File: config.mk
export PLATFORM = sky130hd
export DESIGN_NAME = mult_seq_flat
export DESIGN_NICKNAME = d
export VERILOG_FILES = /design/src/rtl/mult_seq_if.sv /design/src/rtl/mult_seq.sv /design/src/flat_wrapper.sv
export SDC_FILE = /design/constraint.sdc
export NUM_CORES = 1
export LEC_CHECK = 0
export CAP_MARGIN = 20
export CORE_MARGIN = 1.5
export CORE_UTILIZATION = 55
export CTS_BUF_LIST = sky130_fd_sc_hd__clkbuf_8
export CTS_CLUSTER_SIZE = 10
export DETAILED_ROUTE_END_ITERATION = 8
export MAX_ROUTING_LAYER = met4
export PLACE_DENSITY = 0.89
export RECOVER_POWER = 100
export SYNTH_ARGS = -nofsm -noshare
export SYNTH_HDL_FRONTEND = slang
export SYNTH_SLANG_ARGS = --single-unit
File: constraint.sdc
create_clock -name clk -period 2.75 [get_ports clk]
set_input_delay 0.55 -clock clk [delete_from_list [all_inputs] [get_ports clk]]
set_output_delay 0.55 -clock clk [all_outputs]
set_load 0.01 [all_outputs]
File: src/rtl/mult_seq_if.sv
// mult_seq_if: start/busy/done handshake and operand/result bus
// for the sequential multiply-accumulate unit.
interface mult_seq_if #(
  parameter int WIDTH = 8
);
  logic               start;
  logic [WIDTH-1:0]   A_in;
  logic [WIDTH-1:0]   B_in;
  logic [WIDTH-1:0]   C_in;
  logic [2*WIDTH-1:0] P;
  logic               busy;
  logic               done;
  logic               ovf;

  modport master (
    output start, A_in, B_in, C_in,
    input  P, busy, done, ovf
  );

  modport slave (
    input  start, A_in, B_in, C_in,
    output P, busy, done, ovf
  );
endinterface

File: src/rtl/mult_seq.sv
// mult_seq: shift-and-add P = A*B + C, one multiplier bit per clock.
// Optional MULT_EARLY_EXIT_EN stops once remaining multiplier bits are zero.
module mult_seq #(
  parameter int WIDTH = 8
) (
  input  logic      clk,
  input  logic      reset,
  mult_seq_if.slave bus
);
  localparam int PW = 2 * WIDTH;
  localparam int CW = (WIDTH > 1) ? $clog2(WIDTH) : 1;
  localparam logic [CW-1:0] LAST = CW'(WIDTH - 1);

  typedef enum logic [1:0] {
    IDLE,
    RUN,
    DONE
  } state_t;

  state_t           state;
  logic [PW-1:0]    mcand;
  logic [PW-1:0]    p;
  logic [WIDTH-1:0] mplier;
  logic [CW-1:0]    cnt;
  logic             busy;
  logic             done;
  logic             last;

`ifdef MULT_EARLY_EXIT_EN
  assign last = ((mplier >> 1) == '0) || (cnt == LAST);
`else
  assign last = (cnt == LAST);
`endif

  always_ff @(posedge clk or posedge reset) begin
    if (reset) begin
      state  <= IDLE;
      mcand  <= '0;
      mplier <= '0;
      p      <= '0;
      cnt    <= '0;
      busy   <= 1'b0;
      done   <= 1'b0;
    end else begin
      unique case (state)
        IDLE: begin
          if (bus.start) begin
            mcand  <= PW'(bus.A_in);
            mplier <= bus.B_in;
            p      <= PW'(bus.C_in);
            cnt    <= '0;
            busy   <= 1'b1;
            state  <= RUN;
          end
        end
        RUN: begin
          if (mplier[0]) p <= p + mcand;
          mcand  <= mcand << 1;
          mplier <= mplier >> 1;
          cnt    <= cnt + 1'b1;
          if (last) begin
            done  <= 1'b1;
            state <= DONE;
          end
        end
        DONE: begin
          done  <= 1'b0;
          busy  <= 1'b0;
          state <= IDLE;
        end
        default: begin
          done  <= 1'b0;
          busy  <= 1'b0;
          state <= IDLE;
        end
      endcase
    end
  end

  assign bus.P    = p;
  assign bus.busy = busy;
  assign bus.done = done;
  assign bus.ovf  = |p[PW-1:WIDTH];
endmodule

File: src/flat_wrapper.sv
// flat-port wrapper written by rule: the top's interface ports become plain ports
module mult_seq_flat 
#(
  parameter int WIDTH = 8
)
  (clk, reset, bus_start, bus_A_in, bus_B_in, bus_C_in, bus_P, bus_busy, bus_done, bus_ovf);
  mult_seq_if #(.WIDTH(WIDTH)) bus_i ();
  input  logic clk;
  input  logic reset;
  input wire logic [$bits(bus_i.start)-1:0] bus_start;
  input wire logic [$bits(bus_i.A_in)-1:0] bus_A_in;
  input wire logic [$bits(bus_i.B_in)-1:0] bus_B_in;
  input wire logic [$bits(bus_i.C_in)-1:0] bus_C_in;
  output wire logic [$bits(bus_i.P)-1:0] bus_P;
  output wire logic [$bits(bus_i.busy)-1:0] bus_busy;
  output wire logic [$bits(bus_i.done)-1:0] bus_done;
  output wire logic [$bits(bus_i.ovf)-1:0] bus_ovf;
  assign bus_i.start = bus_start;
  assign bus_i.A_in = bus_A_in;
  assign bus_i.B_in = bus_B_in;
  assign bus_i.C_in = bus_C_in;
  assign bus_P = bus_i.P;
  assign bus_busy = bus_i.busy;
  assign bus_done = bus_i.done;
  assign bus_ovf = bus_i.ovf;
  mult_seq #(.WIDTH(WIDTH)) u_core (.clk(clk), .reset(reset), .bus(bus_i));
endmodule
---- Yosys cells after proc, flatten, opt, wreduce, memory -nomap -nowiden ----
Index checks and enable logic that the tools add are counted.
word-level totals
  output and inout bits ................... 19
  flip-flop bits (word level) ............. 47
  input bits .............................. 27
  logic and storage cells ................. 40
cells by class
  mux-type cells .......................... 16
  equality and inequality tests ........... 5
  bitwise logic cells ..................... 2
  reduce and logical (&&, ||, !) cells .... 8
  add/subtract/negate cells ............... 2
operators with widths
  cell                   number
  $pmux W16 S2           2
  $mux W16               3
  $add A16 B16 Y16       1
  $pmux W8 S2            1
  $mux W8                1
  $reduce_and A2 Y1      4
  $reduce_or A8 Y1       1
  $pmux W3 S2            1
  $mux W2                2
  $ne A2 B1 Y1 const B   2
  $pmux W1 S2            2
  $pmux W2 S2            1
  $add A3 B1 Y3 const B  1
  $eq A3 B3 Y1 const B   1
  $mux W3                1
  $reduce_and A3 Y1      1
  $eq A2 B1 Y1 const B   1
  $logic_not A2 Y1       1
  $mux W1                2
  $ne A2 B2 Y1 const B   1
  $not A1 Y1             2
  $reduce_bool A2 Y1     1

---- Longest topological paths before layout ----
  depth after elaboration ................. 3
  mapped depth ............................ 9
  depth with buffers taken out ............ 9

---- Worst setup path after synthesis ----
No wires, ideal clock.
  kind .................................... flip-flop to flip-flop
  start ................................... reg u_core.p[0] (netlist: u_core.bus.P[0])
  end ..................................... reg u_core.p[12] (netlist: u_core.bus.P[12])
  data required time ...................... 2.623 ns
  path slack .............................. 0.366 ns
  clock period less this slack ............ 2.384 ns
  arrival time ............................ 2.257 ns
  path buffers ............................ 0
  stages on the path, launching flop included .. 10
  library setup time ...................... 0.127 ns
  path through ............................ dfrtp_1 ha_1 fa_1 a211oi_2 o21bai_1 o22a_2 a21bo_1 a31oi_1 xor2_1 o21ai_1
between the ends
  word-level cells in the longest chain between the ends .. 3
ends and longest elaborated chain
  item                      line            RTL
  start: declaration        mult_seq.sv:22  logic [PW-1:0] p;
  start signal: assignment  mult_seq.sv:50  p <= PW'(bus.C_in);
  start signal: assignment  mult_seq.sv:57  if (mplier[0]) p <= p + mcand;
  $add A16 B16 Y16          mult_seq.sv:57
  $mux W16                  mult_seq.sv:57
  $pmux W16 S2              mult_seq.sv:45  unique case (state)
Every way passes these cells. The select of a mux whose other input is x is not followed.
A chain may end at the register's enable or synchronous reset.

---- Worst setup path in the final report ----
Same ends and word-level chain as after synthesis.

==> key figures <==
Drt
  • Number of design-rule violations left by the first detailed-router iteration: about 150
  • Total Routed Length: 6020 um
  • Final ANT Viol Nets: 0
  • Final routed DRC violation total: 0
  • Via density per instance: 5.71
  • Via count: 2214
  • WL/cell: around 16 um
  • Drt first pass iters: 4

Place
  • I/O Buffers: 45
  • Global placement routability congestion: 0.940
  • Half-perimeter wire length of the detailed placement result: ~4500 um
  • Worst Setup Slack post-DPL: roughly 0.19 ns

GRT
  • Pin count of the biggest net entering global routing: 48
  • All-layer global routing usage: 25.4%
  • Global route total overflow: 0
  • Number of antenna violations at the first check in global routing: 0
  • Via count of the first global-routing pass: 2166
  • First-pass GRT wire length: 10200 um

Run status
  • Status: finished, final reports clean

Die
  • Io pins: 46
  • Die Area: roughly 5400 um2
  • Effective utilization at floorplan: 57.3%
  • Area of the core region: between 4000 and 5000 um2
  • Floorplan die height: 73.1 um
  • Die X: 73.1 um
  • FP Rows: 25

Setup path
  • Crit path cell chain: ha_1 > fa_1 > a211oi_2 > o21bai_1 > o22a_2 > a21bo_1 > a31oi_1 > xor2_1 > o21ai_1
  • Cell class contributing the biggest share of worst-path delay: compound AO/OA/AOI/OAI gates
  • Arrival time reported for the critical path endpoint: 2.80 ns
  • Maximum fanout encountered on the critical timing path: 3
  • Buffers plus inverters on the worst setup path: 0
  • Data required, critical path: around 3 ns
  • Slowest stage cell, crit path: fa_1
  • Kind of end point of the critical path: flip-flop
  • Crit path largest cell delay: 0.45 ns
  • Setup Crit Path Kind: flip-flop to flip-flop
  • Critical path launch point type: flip-flop

Timing
  • Number of hold violations in the final report: 0
  • Slew Viols, Final: 0
  • Setup violation total in the final timing report: 0
  • Worst-Margin Slew: 1.14 ns
  • Final cycle utilization of the critical path: between 90% and 100%
  • Worst clock skew on the final layout: between 0.009 and 0.01 ns
  • Unrepaired setup endpoints after global routing: no
  • Final critical delay including setup and external delays: 2.61 ns
  • Max-Slew Margin vs Limit: between 20% and 30%
  • Setup tns final: 0 ns
  • Highest Clock Rate: between 300 and 400 MHz
  • Final setup slack of the worst path: 0.141 ns

Logic synthesis
  • Yosys cell types: 50
  • Fraction of post-synthesis cell area in the top cell type by area: 43.5%
  • Biggest area consumer among synthesized cells: dfrtp_1
  • Post-synthesis cell area: 2710 um2
  • Cell count after synthesis: 275
  • Synthesized net count: 320
  • Number of synthesized register bits: 47
  • Total number of yosys warnings: 0
  • Cell types with the largest area share after synthesis: dfrtp_1, ha_1, mux2i_1
  • Portion of the post-synthesis area used by sequential elements: 43.5%
  • Average cell area after synthesis: a little under 10 um2

Cells and area
  • Most common library cell in the layout ignoring fill and taps: dfrtp_1
  • Final core utilization: ~70%
  • Area delta synth->final: 21.8%
  • Layout Nets: 365
  • Fraction of final layout cells with drive strength greater than 1: 5.92%
  • Count of antenna diodes in the layout: 0
  • Commonest cells after routing, fill and taps aside: dfrtp_1, nand2_1, o21ai_0, clkdlybuf4s50_1, dlygate4sd3_1

CTS
  • Clock tree from TritonCTS: built
  • Hold-fix buffers, CTS: 0
  • # H-tree levels: 2
  • Largest buffer count on any clock path: 2
  • Root Driver: clkbuf_8
  • Cts bufs inserted: 5
  • Clk slew on worst S/H paths: 0.10 ns
  • CTS sink count: 47
  • Worst-skew pair later-pin latency: 0.31 ns

Power and ir drop
  • Max VDD drop: between 0.6 and 0.7 mV
  • PD cells: around 1200 nW/um2
  • Leakage power of the design: 1.48 nW

Hold path
  • Class of the tightest hold or removal check: flip-flop to flip-flop

Flow run
  • MaxCap Viol Count: 0
## worst register-to-register path: stages (launching register included)
cell and delay (ns):
dfrtp_1 0.41, ha_1 0.24, fa_1 0.45, a211oi_2 0.30, o21bai_1 0.15, o22a_2 0.28, a21bo_1 0.22, a31oi_1 0.20
xor2_1 0.17, o21ai_1 0.07
## power breakdown
group	switching, mW	total, mW	internal, mW	leakage [nW]
Combinational	1.18	2.17	0.991	0.835
Clock	0.262	0.450	0.189	0.0467
Sequential	0.277	1.27	0.995	0.597
Total	1.72	3.89	2.17	1.48
## cell type report
type	count	area (um2)
Clock buffer	5	68.8
Clock inverter	3	27.5
Fill cell	376	1430
Inverter	2	7.51
Multi-Input combinational cell	212	1450
Sequential cell	47	1180
Tap cell	67	83.8
Timing Repair Buffer	52	482
## flip-flops by register name, summed over array words and instances, names as in the netlist
register and cells:
u_core.bus.P 16, u_core.mcand 16, u_core.mplier 8, u_core.cnt 3, u_core.state 2, u_core.bus.busy 1
u_core.bus.done 1
## synth_stat cells, drive strengths merged
cell type / n
o21ai: 37
nor2b: 4
buf: 5
mux2i: 18
nor4: 2
a32o: 1
nand2: 38
o21a: 2
xor2: 7
a221o: 1
a211oi: 2
and4b: 1
o211ai: 2
nor2: 10
a311oi: 1
nand3: 5
nor4b: 1
nor3: 2
xnor2: 3
a21o: 5
ha: 17
a21bo: 1
inv: 2
o22a: 1
a21oi: 19
clkbuf: 9
nand2b: 3
or2: 1
and3: 1
a2bb2oi: 1
o21bai: 2
nand3b: 1
nand4: 1
a31oi: 3
a21boi: 1
and2: 3
o31ai: 2
dfrtp: 47
or3: 2
a22o: 10
fa: 1
## repair_timing
action	CTS	global route
resized for setup	0	1
setup endpoints to repair	0	1
buffers inserted	0	0
## metal layers
metal | wire length, um | global-route usage, % | part of all wire (%)
met1 | 2760 | 33.3 | 46
met2 | 2930 | 40.0 | 49
met4 | 121 | 9.85 | 2.0
met3 | 214 | 3.59 | 3.6
met5 | 0 | - | 0
## worst paths after layout
path                       slack, ns             start  cells after the start                to
setup / recovery                0.14   u_core.bus.P[0]                      9  u_core.bus.P[12]
hold / removal                  0.50  u_core.mplier[1]                      2  u_core.mplier[1]
setup reg to reg                0.14   u_core.bus.P[0]                      9  u_core.bus.P[12]
hold reg to reg                 0.50  u_core.mplier[1]                      2  u_core.mplier[1]
max in group asynchronous       1.02             reset                      3   u_core.bus.P[4]
min in group asynchronous       1.04             reset                      3   u_core.mcand[7]
## kinds of logic (layout without fill, tap and decap cells)
group,count (synthesis),after routing,synth area share [%]
buf+inv,16,62,2.91
fa+ha+maj,18,18,8.60
mux,18,18,6.66
simple gates,75,75,13.0
xor+xnor,10,10,3.24
flops,47,47,43.5
compound gates,91,91,22.1
## metrics by stage
stage / hold WS, ns / total power, mW / cells / cell area [um2]
after floorplan: 0.454 / 2.89 / 275 / 2710
after global placement: 0.469 / 3.47 / 380 / 3240
after detailed placement: 0.486 / 3.57 / 380 / 3240
after CTS: 0.508 / 4.02 / 388 / 3330
after global routing: 0.540 / 4.23 / 388 / 3300
final: 0.498 / 3.89 / 388 / 3300
Note: power is estimated with default switching activity, not from simulation.
==> patch: new RTL, same settings <==
The option `MULT_EARLY_EXIT_EN` is turned on by a define.
--- a/src/rtl/mult_seq.sv
+++ b/src/rtl/mult_seq.sv
@@ -1,5 +1,7 @@
 // mult_seq: shift-and-add P = A*B + C, one multiplier bit per clock.
 // Optional MULT_EARLY_EXIT_EN stops once remaining multiplier bits are zero.
+`define MULT_EARLY_EXIT_EN
+
 module mult_seq #(
   parameter int WIDTH = 8
 ) (
Function: changed (a bounded check fails within 4 cycles, from zero or initial values and one cycle with reset high).
==> patch against the original RTL <==
Routed wire length increased by 1.3%. Clock skew fell by 4.1 ps. Total power grew 8.6%. Setup slack gained 57 ps. Design area is 0.30% higher. Synthesized area shrank 2.5%. Sequential share of layout area is 0.11 points lower. Sequential cell count unchanged.
==> patch: results (changes against the original RTL) <==
outcome=completed; Synth Area in Compound Gates=20.33% (-1.8 points); post-synthesis mux area share=7.204% (+0.55 points); pre-CTS setup slack=245.8 ps (+54.36 ps); vias per inst=6.040 (+5.9%); Area after DPL=3199 um2 (-1.2%); #MultiIn Comb=204 (-3.8%); cells after synthesis=267 (-2.9%); HPWL after DPL=4368 um (-3.6%); XOR/XNOR share of the synthesized area=3.981% (+0.74 points); Hold EP=u_core.bus.busy; setup slack, reg-to-reg=200 ps (+60 ps); All-Layer GR Usage=27.05% (+1.6 points); signal buffers share of area=15.29% (+0.67 points); vias in the first global route=2222 (+2.6%); final wirelength=6100 um (+1.3%); Syn-to-layout area delta=25.26%; Worst-Margin Slew=958.7 ps (-183.5 ps); Iteration-0 DRC Markers=227 (+47%); nets@finish=361 (-1.1%); R2R depth=7 (-2); Leakage Power=1.548 nW (+4.7%); Comb pwr share=55.0% (-0.8 points); synth top area cells=dfrtp_1, ha_1, mux2i_1, o21ai_0, nand2_1; average cell area after synthesis=9.888 um2 (+0.47%); GP Congestion=0.9653 (+2.7%); share of the yosys chip area belonging to registers=44.55% (+1.1 points); worst stage delay on the critical path=640 ps (+190 ps); Adder-Cell Fraction of Synth Area=8.815% (+0.22 points); power share of the sequential group=30.8% (-1.9 points); syn nets=312 (-2.5%); Crit path max-delay family=compound AO/OA/AOI/OAI gates; ClkCell Share=4.124% (+1.2 points); min-delay src=u_core.bus.busy; first-pass GRT wire length=10660 um (+5.0%); CP Max Fanout=5 (+2); R2R Path End=u_core.bus.P[15]; Final Skew=5.845 ps (-4.122 ps); largest net degree at the start of global routing=33 (-31%); layout cells sized above 1=5.994% (+0.075 points); worst hold slack=501.9 ps (+3.894 ps); critical path's slowest cell=a2111oi_1; multi-input gate share of total cell area=42.53% (-1.5 points); Int Pwr=2.438 mW (+12%); Post-synth top cells=dfrtp_1, nand2_1, o21ai_0, mux2i_1, ha_1; Routed WL per cell=16.44 um (+5.9%); 1st-pass router iterations=4 (unchanged); later-pin clock latency in the skew report=310 ps (about the same); Cell variety after synth=41 (-18%); async set-reset flop share out of synthesis=100.0% (unchanged); Inverters=4 (+2); FILL cells=349 (-7.2%); r2r startpoint=u_core.mcand[4]; Seq/total area=35.57% (-0.11 points); Non-clk bufs=54 (+3.8%); worst IR drop on VDD=0.7277 mV (+9.0%)
-- patch: cell count changes after synthesis, moves of 3 or more --
cell,unedited run,this run
o21ai_1,31,3
nand2_1,38,34
o21ai_0,6,26
a22o_1,10,14
inv_1,1,4
a21oi_1,17,13
nor4_1,2,5
and3_1,1,5
nor2_1,10,15
xnor2_1,3,7
a221oi_1,0,3
-- patch: worst max path at each step --
stage                         start               end  slack [ps]
floorplan           u_core.bus.P[0]  u_core.bus.P[14]         300
global placement    u_core.bus.P[0]  u_core.bus.P[14]         360
detailed placement  u_core.bus.P[0]  u_core.bus.P[14]         250
CTS                 u_core.bus.P[0]  u_core.bus.P[14]         230
global route        u_core.bus.P[0]  u_core.bus.P[14]          20
finish              u_core.mcand[4]  u_core.bus.P[15]         200
-- patch: per-layer routing --
metal | share of wire, % | global-route usage [%] | up-vias
li1 | - | - | 1069
met2 | 48 | 41.98 | 94
met5 | 0 | - | -
met1 | 44 | 36.72 | 1065
met3 | 6.5 | 5.417 | 13
met4 | 1.7 | 6.918 | 0
